## src/rtl/button_scan_ctrl.sv

```systemverilog
// Time-multiplexed debounce controller: one shared up/down integrator visits one
// button per clock, and press/release edges are queued in a small event FIFO.
module button_scan_ctrl #(
  parameter int N          = 4,
  parameter int CNT_W      = 18,
  parameter int CNT_MAX    = 25000,
  parameter int HI_TH      = 24000,
  parameter int LO_TH      = 10000,
  parameter int FIFO_DEPTH = 4
) (
  input  logic                 clk,
  input  logic                 rst_n,
  input  logic [N-1:0]         btn_in,
  input  logic [N-1:0]         mode,
  input  logic                 scan_en,
  output logic [N-1:0]         level,
  output logic [N-1:0]         press,
  output logic                 ev_valid,
  input  logic                 ev_ready,
  output logic [$clog2(N)-1:0] ev_id,
  output logic                 ev_edge,
  output logic                 ev_ovf,
  input  logic                 ovf_clr
);

  localparam int PW = $clog2(N);
  localparam int AW = $clog2(FIFO_DEPTH);
  localparam int EW = PW + 1;

  localparam logic [CNT_W-1:0] CMAX_V = CNT_W'(CNT_MAX);
  localparam logic [CNT_W-1:0] HI_V   = CNT_W'(HI_TH);
  localparam logic [CNT_W-1:0] LO_V   = CNT_W'(LO_TH);
  localparam logic [PW-1:0]    LAST_P = PW'(N - 1);

  // Two-flop synchronizer for the asynchronous button inputs
  logic [N-1:0] sync1, sync2;

  // NOTE: sequential state always uses non-blocking assignments so every flop
  // samples the pre-edge value of its neighbours.
  always_ff @(posedge clk or negedge rst_n) begin
    if (!rst_n) begin
      sync1 <= '0;
      sync2 <= '0;
    end else begin
      sync1 <= btn_in;
      sync2 <= sync1;
    end
  end

  // Per-button integrator state and the shared scan pointer
  logic [CNT_W-1:0] cnt [N];
  logic [N-1:0]     tog;
  logic [PW-1:0]    ptr;

  logic [CNT_W-1:0] cur_cnt, nxt_cnt;
  logic             cur_s, cur_lvl, nxt_lvl, nxt_tog;
  logic             vis_event, vis_rise, ev_push;

  // NOTE: every always_comb output gets a default first so no path can infer a latch.
  always_comb begin
    cur_cnt   = cnt[ptr];
    cur_s     = sync2[ptr];
    cur_lvl   = level[ptr];
    nxt_cnt   = cur_cnt;
    nxt_lvl   = cur_lvl;
    vis_event = 1'b0;
    vis_rise  = 1'b0;
    if (cur_s) begin
      if (cur_cnt < CMAX_V) nxt_cnt = cur_cnt + CNT_W'(1);
      if ((nxt_cnt > HI_V) && !cur_lvl) begin
        nxt_lvl   = 1'b1;
        vis_event = 1'b1;
        vis_rise  = 1'b1;
      end
    end else begin
      if (cur_cnt != '0) nxt_cnt = cur_cnt - CNT_W'(1);
      if ((nxt_cnt < LO_V) && cur_lvl) begin
        nxt_lvl   = 1'b0;
        vis_event = 1'b1;
      end
    end
    // Toggle mode flips only on a press edge; momentary mode follows the level
    if (mode[ptr]) nxt_tog = tog[ptr] ^ (vis_event & vis_rise);
    else           nxt_tog = nxt_lvl;
    ev_push = vis_event & scan_en;
  end

  always_ff @(posedge clk or negedge rst_n) begin
    if (!rst_n) begin
      ptr   <= '0;
      level <= '0;
      tog   <= '0;
      for (int i = 0; i < N; i++) cnt[i] <= '0;
    end else if (scan_en) begin
      cnt[ptr]   <= nxt_cnt;
      level[ptr] <= nxt_lvl;
      tog[ptr]   <= nxt_tog;
      ptr        <= (ptr == LAST_P) ? '0 : ptr + PW'(1);
    end
  end

  assign press = tog;

  // Event FIFO: pointers carry one extra wrap bit to tell full from empty
  logic [EW-1:0] fifo_mem [FIFO_DEPTH];
  logic [AW:0]   wr_ptr, rd_ptr;
  logic          fifo_full, pop, push_ok, drop;

  assign ev_valid  = (wr_ptr != rd_ptr);
  assign fifo_full = (wr_ptr[AW] != rd_ptr[AW]) && (wr_ptr[AW-1:0] == rd_ptr[AW-1:0]);
  assign pop       = ev_valid & ev_ready;
  assign push_ok   = ev_push & (~fifo_full | pop);
  assign drop      = ev_push & fifo_full & ~pop;

  assign {ev_id, ev_edge} = fifo_mem[rd_ptr[AW-1:0]];

  always_ff @(posedge clk or negedge rst_n) begin
    if (!rst_n) begin
      wr_ptr <= '0;
      rd_ptr <= '0;
      ev_ovf <= 1'b0;
    end else begin
      if (push_ok) wr_ptr <= wr_ptr + (AW+1)'(1);
      if (pop)     rd_ptr <= rd_ptr + (AW+1)'(1);
      if (drop)         ev_ovf <= 1'b1;
      else if (ovf_clr) ev_ovf <= 1'b0;
    end
  end

  // NOTE: FIFO storage has no reset; an entry is only read after the pointers
  // mark it written, so clearing it would be wasted logic.
  always_ff @(posedge clk) begin
    if (push_ok) fifo_mem[wr_ptr[AW-1:0]] <= {ptr, vis_rise};
  end

endmodule

```

## config.mk

```make
export PLATFORM = sky130hd
export DESIGN_NAME = button_scan_ctrl
export DESIGN_NICKNAME = d
export VERILOG_FILES = /design/src/rtl/button_scan_ctrl.sv
export SDC_FILE = /design/constraint.sdc
export NUM_CORES = 1
export LEC_CHECK = 0
export ABC_AREA = 0
export BUFFER_PORTS_ARGS = -buffer_cell sky130_fd_sc_hd__buf_2
export CORE_MARGIN = 2
export CORE_UTILIZATION = 45
export DETAILED_ROUTE_END_ITERATION = 10
export PLACE_DENSITY = 0.62
export SLEW_MARGIN = 15
export SYNTH_ARGS = -nofsm -noshare
export SYNTH_HDL_FRONTEND = slang
export SYNTH_SLANG_ARGS = --single-unit
```

## constraint.sdc

```tcl
create_clock -name clk -period 4.81 [get_ports clk]
set_input_delay 0.7215 -clock clk [delete_from_list [all_inputs] [get_ports clk]]
set_output_delay 0.7215 -clock clk [all_outputs]
set_load 0.01 [all_outputs]
```

==> results.py, run 1 <==
metrics = {
    "final_layout": {
        "drive_above_1_share_pct": 26.2,
        "syn2layout_area_growth_pct": 9.74,
        "multiInputGateArea_mm2": 0.00309,
        "seq_area_mm2": 0.00279,
        "antennaDiodeCount": 0,
        "fillCellCount": 1204,
        "fin_area_mm2": 0.00670,
        "layout.nets": 577,
    },
    "route": {
        "wl_per_cell_um": 18.9,
        "ant_nets": 0,
        "drc": 0,
        "drtIter0Drc": 330,
        "avgViaCountPerCell": 5.86,
        "firstDrtPassIters": 5,
        "dr_total_vias": 4299,
        "routed_wl_um": 13800,
    },
    "synthesis": {
        "synth_most_common_cell": "dfrtp_1",
        "ys_seq_area_share_pct": 45.7,
        "synth_edf_count": 12,
        "syn_area_mm2": 0.00610,
        "synth.area.top_cells": "dfrtp_1 40%, mux2_2 11%, mux4_2 7.4%",
        "synth_cell_types": 71,
        "avgSynthCellArea_um2": 11.4,
        "synth_top_area_cell": "dfrtp_1",
        "synthCells": 533,
        "ys_ff_latch": 109,
        "async_flop_share_pct": 89.0,
        "yosysWarnings": 0,
        "synthTopCellsByCount": "97 x dfrtp_1, 58 x mux2_2, 49 x nand2_1",
        "synth_ff_type": "dfrtp_1",
        "yosys.area.top_type_share_pct": 39.8,
        "synth_nets": 557,
    },
    "global_routing": {
        "grt.total_usage_pct": 20.4,
        "grt_max_degree": 51,
        "grt_pass1_wl_um": 22900,
        "grt_pass1_vias": 4363,
        "grt_overflow": 0,
        "antenna_found_initial": 0,
    },
    "sta": {
        "final.setup.tns_ns": 0,
        "setup_viol": 0,
        "hold_violations": 0,
        "period_minus_slack_ns": 4.36,
        "finalCritPeriodShare_pct": 90.6,
        "rsz0062_at_grt": "no",
        "worst_pin_slew_ns": 0.758,
        "finalMaxSlewViolations": 0,
        "fmax_mhz": 229,
        "fin_skew_ns": 0.00790,
        "relSlewSlack_pct": 49.5,
    },
    "placed_design": {
        "hpwl_um": 9920,
        "place_congestion": 0.939,
        "io_buffers": 25,
        "postPlaceCellArea_mm2": 0.00640,
    },
    "pwr": {
        "finalPower_mw": 5.06,
        "power_leakage_nw": 2.79,
        "irDropWorstVdd_v": 0.000366,
        "p_per_area_mw_per_mm2": 756,
    },
    "clock_tree": {
        "root_buffer": "clkbuf_16",
        "cts_max_level": 3,
        "cts_tree": "done",
        "postCtsSetupBuffers": 0,
        "hold_buffers": 0,
        "clk_latency_ns": 0.36,
        "cts_num_sinks": 109,
        "cts_made_buffers": 9,
        "cts-resized-gates": 0,
        "clk_path_buf_depth": 2,
        "clk_pin_slew_ns": 0.07,
    },
    "worst_setup_path": {
        "ff2ff_path_depth": 10,
        "r2r_slack_ns": 0.45,
        "setup.worst_path.end": "fifo_mem[2][1]",
        "startpoint": "ptr[0]",
        "critical_path.top_delay_family": "compound AO/OA/AOI/OAI gates",
        "rr_endpoint": "fifo_mem[2][1]",
        "crit_chain": "buf_4, mux4_2, nor4_4, o21ai_2, o41a_1, nor4_1, o31a_2, o211ai_1, o22a_2, nor2_1",
        "timing.rr.start": "ptr[0]",
        "cp.arrival_ns": 4.40,
        "cpPeakStageDelay_ns": 0.71,
        "path_buf_inv": 1,
        "worstPathRequired_ns": 4.85,
        "start_kind": "flop",
        "worstSetupEndpointType": "flop",
        "path_max_fanout": 19,
        "crit_slowest_cell": "dfrtp_2",
        "path_class": "flop to flop",
        "cp.depth": 10,
    },
    "die": {
        "core-area_mm2": 0.0132,
        "io_pins": 26,
        "die_x_um": 120,
        "start_util_pct": 46.1,
        "die_h_um": 120,
        "dieArea_mm2": 0.0145,
        "num_rows": 42,
    },
    "status": {
        "status": "finished clean",
    },
    "job": {
        "cap_violations": 0,
    },
    "min_path": {
        "hold_path.class": "flop to flop",
    },
}
-- worst min-delay path by stage --
stage / startpoint / end / slack [ns] / depth (start not counted)
global placement: sync1[0] / sync2[0] / 0.34 / 0
global route: sync1[3] / sync2[3] / 0.37 / 0
finish: sync1[1] / sync2[1] / 0.35 / 0
floorplan: sync1[0] / sync2[0] / 0.33 / 0
CTS: sync1[1] / sync2[1] / 0.36 / 0
detailed placement: sync1[1] / sync2[1] / 0.34 / 0
-- report_power, final --
part | total, mW | leakage, nW | switching [mW] | internal [mW]
registers | 1.52 | 1.36 | 0.242 | 1.28
clock network | 0.734 | 0.143 | 0.331 | 0.403
logic | 2.81 | 1.29 | 1.63 | 1.17
-- metrics by stage --
step / util (%) / hold WS (ns) / worst slack (ns) / std cells
after detailed placement: 48.4 / 0.340 / 0.459 / 718
after floorplan: - / 0.331 / 0.851 / 533
after global routing: 50.6 / 0.366 / 0.190 / 734
after global placement: 48.4 / 0.335 / 0.574 / 718
after CTS: 50.6 / 0.356 / 0.427 / 734
final: 50.6 / 0.353 / 0.451 / 734
-- sequential cells by signal, indices dropped and copies added, names as in the netlist --
name      count
ptr           2
rd_ptr        3
press         4
sync2         4
level         4
wr_ptr        3
fifo_mem     12
sync1         4
ev_ovf        1
cnt          72
-- layer usage --
metal / vias up / track usage, % / wire length (µm)
li1: 2029 / - / -
met1: 2103 / 27.0 / 6020
met2: 141 / 33.1 / 6770
met3: 26 / 3.87 / 666
met4: 0 / 8.65 / 382
met5: - / 0 / 0
-- cells by family after synthesis --
kind of cell             share of synthesized area [%]
flip-flops                                        45.7
adder cells (fa/ha/maj)                           2.26
XOR/XNOR                                          3.59
AND/OR/NAND/NOR                                   13.2
multiplexers                                      19.9
AO/OA/AOI/OAI                                     11.8
buffers and inverters                             3.61
-- layout make-up --
class / count / share of cell area, %
multi-input cells: 378 / 46.2
repair buffers: 38 / 3.55
inverters: 17 / 0.953
clock inverters: 6 / 0.934
flip-flops and latches: 109 / 41.7
well taps: 176 / 3.29
clock buffers: 10 / 3.42
-- layout by cell type, fill, tap and decap left out, drive strengths merged, types with 16 or more instances in the layout --
| master | count |
|---|---|
| nor3 | 16 |
| dfrtp | 97 |
| mux4 | 23 |
| inv | 18 |
| mux2 | 59 |
| xnor2 | 21 |
| nor2 | 32 |
| o21ai | 37 |
| nand2 | 49 |
| buf | 38 |
(Power assumes the default switching activity.)
==> inputs of run 2 (changes only) <==
--- a/config.mk
+++ b/config.mk
@@ -9,6 +9,7 @@
 export BUFFER_PORTS_ARGS = -buffer_cell sky130_fd_sc_hd__buf_2
 export CORE_MARGIN = 2
 export CORE_UTILIZATION = 45
+export CTS_BUF_LIST = sky130_fd_sc_hd__clkbuf_4
 export DETAILED_ROUTE_END_ITERATION = 10
 export PLACE_DENSITY = 0.62
 export SLEW_MARGIN = 15
==> run 2 against run 1 <==
  * Combinational power hardly changed
  * Critical path depth stayed put
  * Highest routed layer unchanged
  * Final area is 2.3% lower
  * Sequential share of layout area is 0.98 points higher
  * Clock power is 37% lower
  * Core utilization is 1.2 points lower
==> results.py, run 2 (synthesis gave the netlist of run 1 again) <==
metrics = {
    "status": {
        "status": "finished clean",
    },
    "final_layout": {
        "layout_common_cells": "96 x dfrtp_1, 58 x mux2_2, 49 x nand2_1",
        "fillCellCount": 1220,
        "syn2layout_area_growth_pct": 7.22,
        "final_common_cell": "dfrtp_1",
        "antennaDiodeCount": 0,
        "drive_above_1_share_pct": 26.3,
        "multiInputGateArea_mm2": 0.00309,
        "layout.nets": 577,
        "final_util_pct": 49.4,
        "seq_area_mm2": 0.00279,
        "largest_reg_flops": 72,
        "top_register": "cnt",
    },
    "placed_design": {
        "place_congestion": 0.939,
        "io_buffers": 25,
        "hpwl_um": 9920,
    },
    "pwr": {
        "irDropWorstVdd_v": 0.000348,
        "power_leakage_nw": 2.73,
        "p_per_area_mw_per_mm2": 730,
    },
    "sta": {
        "worst_pin_slew_ns": 0.741,
        "setup_viol": 0,
        "relSlewSlack_pct": 50.6,
        "fin_skew_ns": 0.0230,
        "fmax_mhz": 228,
        "final.setup.tns_ns": 0,
        "rsz0062_at_grt": "no",
        "finalMaxSlewViolations": 0,
        "hold_violations": 0,
        "period_minus_slack_ns": 4.39,
        "finalCritPeriodShare_pct": 91.4,
    },
    "die": {
        "dieArea_mm2": 0.0145,
        "num_rows": 42,
        "core-area_mm2": 0.0132,
        "io_pins": 26,
        "start_util_pct": 46.1,
        "die_h_um": 120,
        "die_x_um": 120,
    },
    "clock_tree": {
        "root_buffer": "clkbuf_4",
        "clk_latency_ns": 0.51,
        "cts_made_buffers": 9,
        "cts_max_level": 3,
        "clk_path_buf_depth": 2,
        "hold_buffers": 0,
        "cts_tree": "done",
        "clk_pin_slew_ns": 0.17,
        "postCtsSetupBuffers": 0,
        "cts-resized-gates": 0,
        "cts_num_sinks": 109,
    },
    "worst_setup_path": {
        "critical_path.top_delay_family": "compound AO/OA/AOI/OAI gates",
        "worstPathRequired_ns": 5.00,
        "cpPeakStageDelay_ns": 0.72,
        "timing.rr.start": "ptr[0]",
        "startpoint": "ptr[0]",
        "path_class": "flop to flop",
        "crit_slowest_cell": "dfrtp_2",
        "worstSetupEndpointType": "flop",
        "path_buf_inv": 1,
        "r2r_slack_ns": 0.42,
        "cp.arrival_ns": 4.59,
        "start_kind": "flop",
        "crit_chain": "buf_4, mux4_2, nor4_4, o21ai_2, o41a_1, nor4_1, o31a_2, o211ai_1, o22a_2, nor2_1",
        "path_max_fanout": 19,
    },
    "route": {
        "wl_per_cell_um": 18.6,
        "firstDrtPassIters": 5,
        "wl_met1_um": 6100,
        "dr_total_vias": 4313,
        "avgViaCountPerCell": 5.88,
        "drtIter0Drc": 367,
        "top_layer_used": "met4",
        "routed_wl_um": 13700,
        "dr_wl_met2_um": 6610,
        "dr_wl_met3_um": 656,
        "drc": 0,
        "ant_nets": 0,
    },
    "global_routing": {
        "grt_overflow": 0,
        "grt_pass1_vias": 4345,
        "antenna_found_initial": 0,
        "grt.total_usage_pct": 20.2,
        "grt_pass1_wl_um": 22700,
        "grt_max_degree": 51,
    },
    "job": {
        "cap_violations": 0,
    },
    "min_path": {
        "hold_path.class": "primary input to asynchronous set/reset pin",
    },
}
[run 2: changes by cell type in the layout (fill, tap and decap cells not counted)]
cell,previous run,this run
clkbuf_1,1,0
clkbuf_16,9,0
clkbuf_4,0,10
[run 2: stage by stage]
| stage | setup WS (ns) | power, mW | hold WS, ns | cells | instance area (µm²) |
|---|---|---|---|---|---|
| CTS | 0.418 | 4.80 | 0.210 | 734 | 6540 |
| finish | 0.415 | 4.78 | 0.217 | 734 | 6540 |
| detailed placement | 0.459 | 4.33 | 0.340 | 718 | 6400 |
| floorplan | 0.851 | 3.63 | 0.331 | 533 | 6100 |
| global placement | 0.574 | 4.26 | 0.335 | 718 | 6400 |
| global route | 0.187 | 5.17 | 0.229 | 734 | 6540 |
[run 2: final cells by class]
cell class                 instances  share of cell area, %
clock buffer                      10                   1.15
multi-input combinational        378                   47.3
inverter                          17                  0.976
sequential                       109                   42.6
tap                              176                   3.37
clock inverter                     6                  0.956
timing repair buffer              38                   3.63
[run 2: worst paths after layout]
check                            endpoint  cells after the start
setup / recovery           fifo_mem[2][1]                     10
hold / removal                    cnt[71]                      1
setup reg to reg           fifo_mem[2][1]                     10
hold reg to reg                  sync2[1]                      0
max in group asynchronous         cnt[26]                      2
min in group clk                 sync1[1]                      1
[run 2: where the power goes]
part | switching (mW) | internal [mW] | leakage [nW]
clock | 0.297 | 0.164 | 0.0767
sequential | 0.235 | 1.27 | 1.36
combinational | 1.63 | 1.17 | 1.29
[run 2: routing by layer]
layer	vias up	track usage [%]
met5	-	0
met4	0	7.34
met3	26	4.62
met2	126	32.3
met1	2135	27.1
li1	2026	-
